### src/rtl/qspi_register_bridge_pkg.sv
// Shared opcodes, FSM state encodings and the device-ID byte selector for the QSPI register bridge.
package qspi_register_bridge_pkg;

  typedef enum logic [7:0] {
    OP_WRITE   = 8'h01,
    OP_READ    = 8'h02,
    OP_READ_ID = 8'haa
  } opcode_t;

  typedef logic [2:0] bridge_state_t;

  localparam bridge_state_t ST_IDLE       = 3'd0;
  localparam bridge_state_t ST_ADDR       = 3'd1;
  localparam bridge_state_t ST_WRITE_DATA = 3'd2;
  localparam bridge_state_t ST_READ_DATA  = 3'd3;
  localparam bridge_state_t ST_READ_WAIT  = 3'd4;
  localparam bridge_state_t ST_READ_ID    = 3'd5;
  localparam bridge_state_t ST_DISCARD    = 3'd6;

  // cnt 0 selects the most significant byte, so the ID streams out MSB first.
  function automatic logic [7:0] id_byte(input logic [31:0] word, input logic [1:0] cnt);
    logic [7:0] b;
    case (cnt)
      2'd0:    b = word[31:24];
      2'd1:    b = word[23:16];
      2'd2:    b = word[15:8];
      default: b = word[7:0];
    endcase
    return b;
  endfunction

endpackage

### src/rtl/qspi_register_bridge_if.sv
// Bridge signal bundle: QSPI core byte stream on one side, byte-wide register bus on the other.
interface qspi_register_bridge_if #(
  parameter int ADDR_BITS = 16
);
  logic                 start;
  logic                 insn_valid;
  logic [7:0]           insn;
  logic                 wr_valid;
  logic [7:0]           wr_data;
  logic                 rd_mode;
  logic                 rd_ready;
  logic                 rd_valid;
  logic [7:0]           rd_data;
  logic [ADDR_BITS-1:0] bus_addr;
  logic                 bus_wr_en;
  logic [7:0]           bus_wr_data;
  logic                 bus_rd_en;
  logic                 bus_rd_valid;
  logic [7:0]           bus_rd_data;
  logic                 err_timeout;

  modport master (
    output start, insn_valid, insn, wr_valid, wr_data, rd_ready, bus_rd_valid, bus_rd_data,
    input  rd_mode, rd_valid, rd_data, bus_addr, bus_wr_en, bus_wr_data, bus_rd_en, err_timeout
  );

  modport slave (
    input  start, insn_valid, insn, wr_valid, wr_data, rd_ready, bus_rd_valid, bus_rd_data,
    output rd_mode, rd_valid, rd_data, bus_addr, bus_wr_en, bus_wr_data, bus_rd_en, err_timeout
  );
endinterface

### src/rtl/qspi_register_bridge.sv
// Decodes QSPI insn/addr/data bytes into register bus strobes and returns read/ID bytes to the core.
// All outputs registered: strobes 1 cycle after the input pulse, rd_ready -> rd_valid >= 3 cycles for bus reads.
module qspi_register_bridge
  import qspi_register_bridge_pkg::*;
#(
  parameter int          ADDR_BITS    = 16,
  parameter logic [31:0] ID_WORD      = 32'hfeedface,
  parameter int          TIMEOUT      = 255,
  parameter logic [7:0]  TIMEOUT_DATA = 8'hff
) (
  input  logic                  clk,
  input  logic                  rst,
  qspi_register_bridge_if.slave bif
);

  localparam int NBYTES = ADDR_BITS / 8;
  localparam int BC_W   = (NBYTES > 1) ? $clog2(NBYTES) : 1;
  localparam int TMO_W  = $clog2(TIMEOUT + 1);

  bridge_state_t        state;
  bridge_state_t        cur_state;
  logic [ADDR_BITS-1:0] addr;
  logic [BC_W-1:0]      byte_cnt;
  logic                 is_read;
  logic [1:0]           id_cnt;
  logic                 discard;
  logic [TMO_W-1:0]     tmo_cnt;
  logic                 tmo_hit;

  logic                 rd_mode_q;
  logic                 rd_valid_q;
  logic [7:0]           rd_data_q;
  logic                 bus_wr_en_q;
  logic [7:0]           bus_wr_data_q;
  logic                 bus_rd_en_q;
  logic                 err_timeout_q;

  // start wins over the registered state so a same-cycle opcode decodes from IDLE.
  assign cur_state = bif.start ? ST_IDLE : state;
  assign tmo_hit   = (tmo_cnt == TMO_W'(TIMEOUT - 1));

  always_ff @(posedge clk) begin
    if (rst) begin
      state         <= ST_IDLE;
      addr          <= '0;
      byte_cnt      <= '0;
      is_read       <= 1'b0;
      id_cnt        <= 2'd0;
      discard       <= 1'b0;
      tmo_cnt       <= '0;
      rd_mode_q     <= 1'b0;
      rd_valid_q    <= 1'b0;
      rd_data_q     <= 8'h00;
      bus_wr_en_q   <= 1'b0;
      bus_wr_data_q <= 8'h00;
      bus_rd_en_q   <= 1'b0;
      err_timeout_q <= 1'b0;
    end else begin
      state         <= cur_state;
      rd_valid_q    <= 1'b0;
      bus_wr_en_q   <= 1'b0;
      bus_rd_en_q   <= 1'b0;
      err_timeout_q <= 1'b0;

      if (bus_wr_en_q) addr <= addr + ADDR_BITS'(1);

      if (bif.start) begin
        rd_mode_q <= 1'b0;
        byte_cnt  <= '0;
        id_cnt    <= 2'd0;
        if (state == ST_READ_WAIT && !bif.bus_rd_valid) discard <= 1'b1;
      end

      // An abandoned bus read is drained by its late response or by the timeout, whichever comes first.
      if (discard && state != ST_READ_WAIT) begin
        if (bif.bus_rd_valid || tmo_hit) discard <= 1'b0;
        else                             tmo_cnt <= tmo_cnt + TMO_W'(1);
      end

      case (cur_state)
        ST_IDLE: begin
          if (bif.insn_valid) begin
            if (bif.insn == OP_WRITE || bif.insn == OP_READ) begin
              state    <= ST_ADDR;
              is_read  <= (bif.insn == OP_READ);
              byte_cnt <= '0;
            end else if (bif.insn == OP_READ_ID) begin
              state     <= ST_READ_ID;
              rd_mode_q <= 1'b1;
            end else begin
              state <= ST_DISCARD;
            end
          end
          if (bif.rd_ready) begin
            rd_valid_q <= 1'b1;
            rd_data_q  <= 8'h00;
          end
        end

        ST_ADDR: begin
          if (bif.wr_valid) begin
            addr <= (addr << 8) | ADDR_BITS'(bif.wr_data);
            if (byte_cnt == BC_W'(NBYTES - 1)) begin
              state     <= is_read ? ST_READ_DATA : ST_WRITE_DATA;
              rd_mode_q <= is_read;
            end else begin
              byte_cnt <= byte_cnt + BC_W'(1);
            end
          end
          if (bif.rd_ready) begin
            rd_valid_q <= 1'b1;
            rd_data_q  <= 8'h00;
          end
        end

        ST_WRITE_DATA: begin
          if (bif.wr_valid) begin
            bus_wr_en_q   <= 1'b1;
            bus_wr_data_q <= bif.wr_data;
          end
          if (bif.rd_ready) begin
            rd_valid_q <= 1'b1;
            rd_data_q  <= 8'h00;
          end
        end

        ST_READ_DATA: begin
          if (bif.rd_ready) begin
            bus_rd_en_q <= 1'b1;
            state       <= ST_READ_WAIT;
            tmo_cnt     <= '0;
          end
        end

        ST_READ_WAIT: begin
          if (bif.bus_rd_valid) begin
            if (discard) begin
              discard <= 1'b0;
            end else begin
              rd_valid_q <= 1'b1;
              rd_data_q  <= bif.bus_rd_data;
              addr       <= addr + ADDR_BITS'(1);
              state      <= ST_READ_DATA;
            end
          end else if (tmo_hit) begin
            rd_valid_q    <= 1'b1;
            rd_data_q     <= TIMEOUT_DATA;
            err_timeout_q <= 1'b1;
            addr          <= addr + ADDR_BITS'(1);
            state         <= ST_READ_DATA;
            discard       <= 1'b0;
          end else begin
            tmo_cnt <= tmo_cnt + TMO_W'(1);
          end
        end

        ST_READ_ID: begin
          if (bif.rd_ready) begin
            rd_valid_q <= 1'b1;
            rd_data_q  <= id_byte(ID_WORD, id_cnt);
            id_cnt     <= id_cnt + 2'd1;
          end
        end

        default: begin
          if (bif.rd_ready) begin
            rd_valid_q <= 1'b1;
            rd_data_q  <= 8'h00;
          end
        end
      endcase
    end
  end

  assign bif.rd_mode     = rd_mode_q;
  assign bif.rd_valid    = rd_valid_q;
  assign bif.rd_data     = rd_data_q;
  assign bif.bus_addr    = addr;
  assign bif.bus_wr_en   = bus_wr_en_q;
  assign bif.bus_wr_data = bus_wr_data_q;
  assign bif.bus_rd_en   = bus_rd_en_q;
  assign bif.err_timeout = err_timeout_q;

endmodule

### src/flat_wrapper.sv
// flat-port wrapper written by rule: the top's interface ports become plain ports
module qspi_register_bridge_flat import qspi_register_bridge_pkg::*;
#(
  parameter int          ADDR_BITS    = 16,
  parameter logic [31:0] ID_WORD      = 32'hfeedface,
  parameter int          TIMEOUT      = 255,
  parameter logic [7:0]  TIMEOUT_DATA = 8'hff
)
  (clk, rst, bif_start, bif_insn_valid, bif_insn, bif_wr_valid, bif_wr_data, bif_rd_ready, bif_bus_rd_valid, bif_bus_rd_data, bif_rd_mode, bif_rd_valid, bif_rd_data, bif_bus_addr, bif_bus_wr_en, bif_bus_wr_data, bif_bus_rd_en, bif_err_timeout);
  qspi_register_bridge_if #(.ADDR_BITS(ADDR_BITS)) bif_i ();
  input  logic clk;
  input  logic rst;
  input wire logic [$bits(bif_i.start)-1:0] bif_start;
  input wire logic [$bits(bif_i.insn_valid)-1:0] bif_insn_valid;
  input wire logic [$bits(bif_i.insn)-1:0] bif_insn;
  input wire logic [$bits(bif_i.wr_valid)-1:0] bif_wr_valid;
  input wire logic [$bits(bif_i.wr_data)-1:0] bif_wr_data;
  input wire logic [$bits(bif_i.rd_ready)-1:0] bif_rd_ready;
  input wire logic [$bits(bif_i.bus_rd_valid)-1:0] bif_bus_rd_valid;
  input wire logic [$bits(bif_i.bus_rd_data)-1:0] bif_bus_rd_data;
  output wire logic [$bits(bif_i.rd_mode)-1:0] bif_rd_mode;
  output wire logic [$bits(bif_i.rd_valid)-1:0] bif_rd_valid;
  output wire logic [$bits(bif_i.rd_data)-1:0] bif_rd_data;
  output wire logic [$bits(bif_i.bus_addr)-1:0] bif_bus_addr;
  output wire logic [$bits(bif_i.bus_wr_en)-1:0] bif_bus_wr_en;
  output wire logic [$bits(bif_i.bus_wr_data)-1:0] bif_bus_wr_data;
  output wire logic [$bits(bif_i.bus_rd_en)-1:0] bif_bus_rd_en;
  output wire logic [$bits(bif_i.err_timeout)-1:0] bif_err_timeout;
  assign bif_i.start = bif_start;
  assign bif_i.insn_valid = bif_insn_valid;
  assign bif_i.insn = bif_insn;
  assign bif_i.wr_valid = bif_wr_valid;
  assign bif_i.wr_data = bif_wr_data;
  assign bif_i.rd_ready = bif_rd_ready;
  assign bif_i.bus_rd_valid = bif_bus_rd_valid;
  assign bif_i.bus_rd_data = bif_bus_rd_data;
  assign bif_rd_mode = bif_i.rd_mode;
  assign bif_rd_valid = bif_i.rd_valid;
  assign bif_rd_data = bif_i.rd_data;
  assign bif_bus_addr = bif_i.bus_addr;
  assign bif_bus_wr_en = bif_i.bus_wr_en;
  assign bif_bus_wr_data = bif_i.bus_wr_data;
  assign bif_bus_rd_en = bif_i.bus_rd_en;
  assign bif_err_timeout = bif_i.err_timeout;
  qspi_register_bridge #(.ADDR_BITS(ADDR_BITS), .ID_WORD(ID_WORD), .TIMEOUT(TIMEOUT), .TIMEOUT_DATA(TIMEOUT_DATA)) u_core (.clk(clk), .rst(rst), .bif(bif_i));
endmodule
### config.mk
export PLATFORM = sky130hd
export DESIGN_NAME = qspi_register_bridge_flat
export DESIGN_NICKNAME = d
export VERILOG_FILES = /design/src/rtl/qspi_register_bridge_pkg.sv /design/src/rtl/qspi_register_bridge_if.sv /design/src/rtl/qspi_register_bridge.sv /design/src/flat_wrapper.sv
export SDC_FILE = /design/constraint.sdc
export NUM_CORES = 1
export LEC_CHECK = 0
export CORE_MARGIN = 2
export CORE_UTILIZATION = 40
export CTS_CLUSTER_SIZE = 8
export DETAILED_ROUTE_END_ITERATION = 10
export GPL_ROUTABILITY_DRIVEN = 0
export GPL_TIMING_DRIVEN = 0
export PLACE_DENSITY = 0.66
export SLEW_MARGIN = 5
export SYNTH_ARGS = -nofsm -noshare
export SYNTH_HDL_FRONTEND = slang
export SYNTH_SLANG_ARGS = --single-unit
### constraint.sdc
create_clock -name clk -period 2.92 [get_ports clk]
set_clock_uncertainty 0.1 [all_clocks]
set_input_delay 0.876 -clock clk [delete_from_list [all_inputs] [get_ports clk]]
set_output_delay 0.876 -clock clk [all_outputs]
set_load 0.02 [all_outputs]
==> run_results.csv, run 1 <==
group,metric,value,unit
status,status,"finished clean",
cts,cts_max_level,2,
flow_run,drv_cap,0,
placed_design,hpwl,6090,um
synthesis,synth_top_cell_by_area,"dfxtp_1",
cells_and_area,multiInputGateArea,1810,sq um
grt,top_usage_layer,"met2",
drt,routed_wl,8140,um
die,core,7250,sq um
timing,setup_tns,0,ps
drt,drtAntennaViolNets,0,
cts,tritoncts,"done",
timing,maxSlewViolCount,0,
power,pwr-share-clk,0.342,
die,io-pin-count,68,
synthesis,synth.top_cell.area_share,0.353,
drt,first_iter_violations,165,
synthesis,post_synth.cell_area_avg,8.17,sq um
cells_and_area,finalInstanceArea,3950,sq um
timing,fmax,354,MHz
grt,grt_max_degree,17,
power,power_switching,0.383,mW
grt,met2_usage,0.326,
setup_path,critPathMaxFanout,10,
setup_path,endpoint_kind,"register",
grt,grt_pass1_wl,13200,um
power,ir_worst_vdd,0.219,mV
die,initial_core_util,0.415,
cts,clock-sinks,53,
synthesis,ys_seq_area_frac,0.353,
cells_and_area,area_growth_syn_to_layout,31.2,%
synthesis,syn-num-nets,408,
cts,clock_path_buffers,2,
grt,antenna_found_initial,0,
hold_path,min_path_type,"register to register",
cells_and_area,drive_gt1_frac,0.0671,
synthesis,synth-async-reset-ratio,0,
grt,grtUsageMet1,0.255,
grt,grt_use_met3,0.0326,
setup_path,critical_path_class,"primary input to register",
synthesis,yosys_warnings,0,
cells_and_area,regArea,1060,sq um
cells_and_area,nets,486,
power,power_frac_comb,0.154,
cts,cts_buffers,5,
setup_path,cp-start-kind,"primary input",
timing,min_period,2820,ps
synthesis,yosysMostFrequentCell,"dfxtp_1",
timing,slew_headroom,0.580,
setup_path,r2r_setup_slack,780,ps
drt,num_vias,3046,
drt,dr.pass1.iters,5,
grt,grt_usage,0.192,
drt,post_drt_wl_per_cell,14.9,um
timing,hold_violations,0,
die,die_y,90.7,um
drt,drc,0,
timing,rsz0062_at_grt,"false",
timing,finalCritPeriodShare,0.967,
placed_design,dpl-instance-area,3800,sq um
die,row_count,31,
power,seqPwrFrac,0.504,
die,die_w,90.7,um
grt,grt_overflow,0,
synthesis,syn_area,3010,sq um
setup_path,cp.required,3050,ps
setup_path,cp.arrival,2950,ps
cts,cts-root-buf,"clkbuf_8",
synthesis,yosysUniqueCellTypes,60,
power,internal_power,1.10,mW
die,die-area,8230,sq um
cts,hold_buffers,0,
synthesis,synth_seq_cells,53,
grt,grt_pass1_vias,2729,
synthesis,synthCells,368,
cells_and_area,antenna_cells,0,
synthesis,synth_flop_cell,"dfxtp_1",
power,power_density,377,nW/um^2
cells_and_area,nFillCells,712,
timing,setup_viol,0,
power,p_leak,1.43,nW
synthesis,synth_edf_count,0,
cts,path_clk_slew,100,ps
drt,routed_via_density,5.58,
synthesis,ys_top_cells_by_count,"53 x dfxtp_1, 39 x nor2_1, 31 x a21oi_1, 27 x nand2_1, 15 x nand3_1",
power,power.share.switching,0.257,
cts,clk_latency,310,ps
synthesis,ys_top_cells_by_area,"dfxtp_1 35%, a21oi_1 5.2%, nor2_1 4.9%, mux2i_1 4.0%, ha_1 3.7%",
placed_design,port_buffers,67,
timing,tightest_slew,623,ps
==> layout by cell type, fill, tap and decap left out, types with 4 or more instances in the layout <==
cell	Yosys	layout
o22ai_1	7	7
dfxtp_1	53	53
o31ai_1	6	6
nor3_1	13	13
clkbuf_1	11	12
a31oi_1	7	7
nand2_1	27	27
o21ai_0	11	11
mux2i_1	12	12
inv_1	12	12
a311oi_1	6	6
and3_1	11	11
a22oi_1	5	5
nor2b_1	11	11
o211ai_1	6	6
nand3_1	15	15
buf_4	1	5
clkbuf_8	0	5
buf_2	6	6
a21oi_1	31	31
nor2_1	39	39
nand3b_1	4	4
ha_1	9	9
nand4_1	6	6
nand2b_1	11	11
clkdlybuf4s50_1	0	67
==> through the flow <==
stage / hold WS (ps) / setup slack [ps] / utilization / power, mW / std cells
6_report: 361 / 95.9 / 0.544 / 1.49 / 546
5_1_grt: 385 / 23.5 / 0.544 / 1.54 / 546
4_1_cts: 366 / 26.6 / 0.541 / 1.49 / 543
3_5_place_dp: 351 / -367 / 0.524 / 0.989 / 534
3_3_place_gp: 344 / -309 / 0.524 / 0.987 / 534
2_1_floorplan: 349 / 565 / - / 0.886 / 368
==> worst max-delay path: stages <==
cell             delay, ps
clkdlybuf4s50_1        540
nor4b_1                380
o211ai_1               140
buf_4                  180
a21oi_2                250
buf_2                  290
a21oi_1                 70
o31ai_1                220
==> final timing paths <==
check,start,to,depth (start not counted)
worst max-delay path,bif_start,u_core.bif.bus_addr[15],8
worst min-delay path,u_core.bif.rd_data[7],u_core.bif.rd_data[7],2
worst max register to register,u_core.state[0],u_core.tmo_cnt[1],5
worst min register to register,u_core.bif.rd_data[7],u_core.bif.rd_data[7],2
==> power groups by stage <==
| stage | combinational, mW | sequential [mW] | clock, mW |
|---|---|---|---|
| 6_report | 0.229 | 0.750 | 0.508 |
| 5_1_grt | 0.249 | 0.752 | 0.543 |
| 3_5_place_dp | 0.222 | 0.766 | 0 |
| 2_1_floorplan | 0.109 | 0.777 | 0 |
| 4_1_cts | 0.225 | 0.750 | 0.518 |
| 3_3_place_gp | 0.221 | 0.766 | 0 |
==> cell type report <==
cell class              instances  area share
plain buffers                  20      0.0241
inverters                      12      0.0114
clock buffers                   6      0.0184
flip-flops and latches         53       0.269
multi-input cells             283       0.458
well taps                      99      0.0314
clock inverters                 2     0.00983
repair buffers                 71       0.178
==> flip-flops by register name (all words and copies together) (netlist names), 2 cells and up <==
register and cells:
u_core.bif.rd_data 8, u_core.bif.bus_wr_data 8, u_core.state 3, u_core.tmo_cnt 8, u_core.bif.bus_addr 16, u_core.id_cnt 2
==> logic make-up (layout without fill, tap and decap cells) <==
family / after synthesis / in the layout / synth area share
XOR/XNOR: 5 / 5 / 0.0146
flip-flops: 53 / 53 / 0.353
adder cells (fa/ha/maj): 9 / 9 / 0.0374
multiplexers: 12 / 12 / 0.0399
AO/OA/AOI/OAI: 102 / 102 / 0.240
buffers and inverters: 32 / 111 / 0.0462
AND/OR/NAND/NOR: 155 / 155 / 0.269
==> repair_timing <==
item                                    in CTS  in global routing
gates resized for setup                      0                  1
setup buffers                                1                  3
pin swaps                                    1                  2
endpoints found under the setup margin       6                 37
==> metal layers <==
layer  wire length (um)  vias to the layer above
met3                542                       10
met2               3890                      123
met1               3600                     1406
li1                   -                     1507
met5                  0                        -
met4                103                        0
Power figures use the tool's default switching activity.
==> run 2: changes to the inputs <==
- GPL_TIMING_DRIVEN: 0 -> not set
- SKIP_LAST_GASP: not set -> 1
- clock period: 2.92 -> 3.01 ns (I/O delays scaled with it)
==> run 2 against run 1 <==
Against the previous run: via count decreased by 2.3%; critical path depth decreased by 2; hold slack improved by 3.2 ps; register-to-register slack improved by 50 ps; non-clock buffer count increased by 2; setup slack improved by 220 ps; global-route usage decreased by 0.060 points; wire length decreased by 4.5%; largest power group unchanged.
==> run_results.csv, run 2 (synthesized netlist as in run 1, its figures left out) <==
group,metric,value,unit
status,status,"finished clean",
power,power.share.switching,0.270,
setup_path,cp.required,3130,ps
power,power_switching,0.367,mW
power,ir_worst_vdd,0.178,mV
cts,cts-root-buf,"clkbuf_8",
power,internal_power,0.991,mW
drt,post_drt_wl_per_cell,14.2,um
cts,cts_buffers,5,
power,power_frac_comb,0.161,
die,core,7250,sq um
timing,tightest_slew,690,ps
setup_path,critPathMaxFanout,6,
timing,layout_setup_ws,312,ps
cells_and_area,antenna_cells,0,
timing,setup_tns,0,ps
cts,hold_buffers,0,
cells_and_area,layout_commonest_cell,"clkdlybuf4s50_1",
setup_path,cp_slowest_stage_delay,560,ps
grt,grt_max_degree,50,
timing,hold_violations,0,
power,p_leak,1.47,nW
grt,grt_pass1_wl,13200,um
setup_path,cp-start-kind,"primary input",
cells_and_area,final_cell_mix,"67 x clkdlybuf4s50_1, 53 x dfxtp_1, 39 x nor2_1, 31 x a21oi_1, 27 x nand2_1",
cells_and_area,largest_reg_flops,16,
timing,fmax,371,MHz
setup_path,reg2reg_depth,5,
die,die_y,90.7,um
cts,cts_max_level,2,
cells_and_area,nFillCells,701,
cells_and_area,nets,488,
timing,rsz0062_at_grt,"false",
setup_path,r2r_setup_slack,830,ps
placed_design,pre_cts_slack,-19.6,ps
grt,grt_usage,0.192,
placed_design,port_buffers,67,
timing,slew_headroom,0.538,
hold_path,min_path_type,"register to register",
power,power_density,339,nW/um^2
flow_run,drv_cap,0,
cts,postCtsSetupBuffers,0,
drt,routed_wl,7770,um
setup_path,setup.worst_path.start,"bif_start",
setup_path,crit_end,"u_core.tmo_cnt[2]",
setup_path,cp.arrival,2820,ps
drt,dr.pass1.iters,4,
drt,drc,0,
cells_and_area,area_growth_syn_to_layout,33.1,%
cts,path_clk_slew,100,ps
die,row_count,31,
grt,grt_pass1_vias,2842,
setup_path,r2r-end,"u_core.tmo_cnt[2]",
cells_and_area,drive_gt1_frac,0.0958,
power,seqPwrFrac,0.540,
die,io-pin-count,68,
die,die-area,8230,sq um
die,die_w,90.7,um
timing,maxSlewViolCount,0,
die,initial_core_util,0.415,
timing,finalCritPeriodShare,0.896,
setup_path,cp_slowest_cell,"or4b_1",
setup_path,cp_cell_sequence,"clkdlybuf4s50_1, or4b_1, buf_4, a211oi_4, a21oi_1, a311oi_1",
power,pwr-share-clk,0.299,
timing,setup_viol,0,
cts,tritoncts,"done",
grt,antenna_found_initial,0,
cts,clk_latency,310,ps
cts,clock_path_buffers,2,
drt,num_vias,2977,
setup_path,endpoint_kind,"register",
cts,ctsResizeCount,0,
setup_path,reg2reg_from,"u_core.state[2]",
placed_design,hpwl,5780,um
drt,routed_via_density,5.43,
drt,drtAntennaViolNets,0,
drt,first_iter_violations,158,
cts,clock-sinks,53,
setup_path,critical_path_class,"primary input to register",
timing,min_period,2700,ps
grt,grt_overflow,0,
## run 2: cell count changes in the layout (fill, tap and decap cells not counted), sizes merged
cell / previous run / this run
bufinv: 1 / 0
buf: 12 / 26
clkinvlp: 0 / 2
clkbuf: 18 / 6
clkinv: 1 / 0
## run 2: layout make-up
| type | instances | area, sq um | share of cell area |
|---|---|---|---|
| clock inverters | 2 | 15.0 | 0.00375 |
| multi-input cells | 283 | 1810 | 0.452 |
| flip-flops and latches | 53 | 1060 | 0.265 |
| well taps | 99 | 124 | 0.0309 |
| inverters | 12 | 45.0 | 0.0113 |
| clock buffers | 6 | 72.6 | 0.0181 |
| repair buffers | 93 | 878 | 0.219 |
## run 2: through the flow
step / std cells / util / hold slack (ps) / total power, mW / area [sq um]
after global placement: 540 / 0.540 / 346 / 0.966 / 3920
after floorplan: 368 / - / 349 / 0.859 / 3010
final: 548 / 0.552 / 364 / 1.36 / 4000
after detailed placement: 540 / 0.540 / 351 / 0.969 / 3920
after global routing: 548 / 0.552 / 385 / 1.43 / 4000
after CTS: 548 / 0.552 / 366 / 1.38 / 4000
## run 2: power by group through the flow
stage | Combinational, mW | Clock (mW) | Sequential, mW
2_1_floorplan | 0.105 | 0 | 0.754
3_3_place_gp | 0.216 | 0 | 0.750
3_5_place_dp | 0.219 | 0 | 0.750
4_1_cts | 0.220 | 0.426 | 0.734
5_1_grt | 0.240 | 0.450 | 0.737
6_report | 0.218 | 0.406 | 0.734
## run 2: critical path, delay by kind of cell
family	cells	cell delay (ps)
AO/OA/AOI/OAI	3	670
buffers and inverters	2	690
AND/OR/NAND/NOR	1	560
## run 2: worst min path at each step
stage / start / endpoint / slack (ps) / cells past startpoint
finish: u_core.bif.rd_data[4] / u_core.bif.rd_data[4] / 360 / 2
global route: u_core.bif.rd_data[6] / u_core.bif.rd_data[6] / 390 / 2
CTS: u_core.bif.rd_data[7] / u_core.bif.rd_data[7] / 370 / 2
detailed placement: u_core.bif.rd_data[7] / u_core.bif.rd_data[7] / 350 / 2
global placement: u_core.bif.rd_data[6] / u_core.bif.rd_data[6] / 350 / 2
floorplan: u_core.tmo_cnt[6] / u_core.tmo_cnt[6] / 350 / 1
## run 2: per-layer routing
metal / up-vias / global-route usage / wire length (um)
li1: 1514 / - / -
met1: 1383 / 0.244 / 3590
met2: 70 / 0.327 / 3730
met3: 10 / 0.0351 / 357
met4: 0 / 0.0603 / 93
met5: - / 0 / 0
==> run 3: changes to the inputs <==
- CORE_UTILIZATION: 40 -> 35
- PLACE_DENSITY: 0.66 -> not set
==> run 3 against run 2 <==
Against the previous run: combinational power about the same; hold slack got worse by 0.91 ps; sequential share of layout area about the same; critical path type unchanged; largest cell class unchanged; largest power group unchanged.
==> run_results.csv, run 3 (synthesized netlist as in run 1, its figures left out) <==
group,metric,value,unit
drt,drtAntennaViolNets,0,
setup_path,crit_end,"u_core.tmo_cnt[1]",
cts,cts-root-buf,"clkbuf_8",
grt,met2_usage,0.288,
timing,rsz0062_at_grt,"false",
drt,num_vias,2932,
placed_design,placed_cells_incl_taps,543,
cts,clock-sinks,53,
cts,postCtsSetupBuffers,0,
grt,grt_pass1_wl,13400,um
die,die_y,96.7,um
drt,dr.pass1.iters,4,
grt,grt_pass1_vias,2891,
setup_path,r2r_setup_slack,800,ps
die,core,8260,sq um
timing,maxSlewViolCount,0,
cells_and_area,area_growth_syn_to_layout,33.2,%
die,die-area,9350,sq um
cells_and_area,final_cell_mix,"67 x clkdlybuf4s50_1, 53 x dfxtp_1, 39 x nor2_1, 31 x a21oi_1, 27 x nand2_1",
cts,hold_buffers,0,
power,power,1.39,mW
cts,ctsResizeCount,0,
cells_and_area,layout_commonest_cell,"clkdlybuf4s50_1",
setup_path,cp.arrival,2800,ps
status,status,"finished clean",
timing,fmax,373,MHz
cts,clock_path_buffers,2,
setup_path,critPathMaxFanout,6,
setup_path,cp_slowest_stage_delay,460,ps
power,ir_worst_vdd,0.194,mV
grt,grt_max_degree,28,
setup_path,reg2reg_from,"u_core.state[2]",
cts,path_clk_slew,110,ps
hold_path,whs_path_depth,2,
grt,grtUsageMet1,0.222,
cells_and_area,stdcell_count,551,
power,p_leak,1.47,nW
placed_design,hpwl,5880,um
setup_path,cp_slowest_cell,"clkdlybuf4s50_1",
hold_path,hold_start,"u_core.bif.rd_data[4]",
cells_and_area,regArea,1060,sq um
drt,drc,0,
setup_path,r2r-end,"u_core.tmo_cnt[2]",
die,die_w,96.7,um
cts,cts_buffers,5,
placed_design,port_buffers,67,
setup_path,endpoint_kind,"register",
setup_path,setup.worst_path.start,"bif_start",
cells_and_area,antenna_cells,0,
placed_design,pre_cts_slack,-25.4,ps
cts,cts_max_level,2,
timing,slew_headroom,0.476,
timing,tightest_slew,782,ps
grt,grt_use_met3,0.0340,
setup_path,critical_path_class,"primary input to register",
cells_and_area,largest_reg_flops,16,
power,power_density,346,nW/um^2
timing,setup_viol,0,
cells_and_area,nFillCells,823,
setup_path,cp-start-kind,"primary input",
cells_and_area,multiInputGateArea,1810,sq um
cts,tritoncts,"done",
grt,antenna_found_initial,0,
grt,grt_overflow,0,
cts,clk_latency,320,ps
die,initial_core_util,0.364,
die,io-pin-count,68,
cells_and_area,nets,485,
timing,hold_violations,0,
setup_path,reg2reg_depth,5,
cells_and_area,drive_gt1_frac,0.0919,
drt,routed_wl,7810,um
timing,finalCritPeriodShare,0.892,
grt,top_usage_layer,"met2",
drt,routed_via_density,5.32,
timing,min_period,2680,ps
timing,layout_setup_ws,326,ps
drt,post_drt_wl_per_cell,14.2,um
flow_run,drv_cap,0,
drt,first_iter_violations,97,
setup_path,cp.required,3130,ps
hold_path,min_path_type,"register to register",
grt,grt_usage,0.169,
die,row_count,33,
setup_path,cp_cell_sequence,"clkdlybuf4s50_1, buf_4, nor4bb_1, o21ai_0, a311oi_4, nand2_1, a32o_1",
==> run 3: cell count changes in the layout (fill, tap and decap cells not counted) <==
cell and change:
buf_4 -4, buf_12 +1, clkbuf_1 -1, clkinv_4 +1, clkinvlp_4 -1, inv_6 +1
==> run 3: area by class of cell <==
type,count,area share
multi-input cells,283,0.451
clock inverters,3,0.00624
inverters,12,0.0112
flip-flops and latches,53,0.265
well taps,105,0.0328
clock buffers,5,0.0172
repair buffers,90,0.217
==> run 3: layer usage <==
| metal | wire (um) | vias to the layer above |
|---|---|---|
| met5 | 0 | - |
| met4 | 59 | 0 |
| met3 | 356 | 6 |
| met2 | 3570 | 75 |
| met1 | 3820 | 1347 |
| li1 | - | 1504 |
==> run 3: through the flow <==
step / util / setup TNS, ps / hold slack (ps) / area (sq um)
global placement: 0.474 / 0 / 346 / 3910
CTS: 0.485 / 0 / 369 / 4010
floorplan: - / 0 / 349 / 3010
finish: 0.485 / 0 / 363 / 4010
detailed placement: 0.474 / -47.3 / 351 / 3910
global route: 0.485 / 0 / 396 / 4010
==> run 3: worst min path at each step <==
| stage | end | slack [ps] |
|---|---|---|
| after floorplan | u_core.tmo_cnt[6] | 350 |
| after global placement | u_core.bif.rd_data[4] | 350 |
| after detailed placement | u_core.bif.rd_data[7] | 350 |
| after CTS | u_core.bif.rd_data[7] | 370 |
| after global routing | u_core.bif.rd_data[4] | 400 |
| final | u_core.bif.rd_data[4] | 360 |
==> run 3: where the power goes <==
group | internal [mW] | switching (mW)
logic | 0.111 | 0.107
registers | 0.716 | 0.0182
clock network | 0.169 | 0.265
==> run 3: worst max-delay path, delay by kind of cell <==
kind,cells,cell delay [ps]
AO/OA/AOI/OAI,3,830
buffers and inverters,2,640
AND/OR/NAND/NOR,2,430
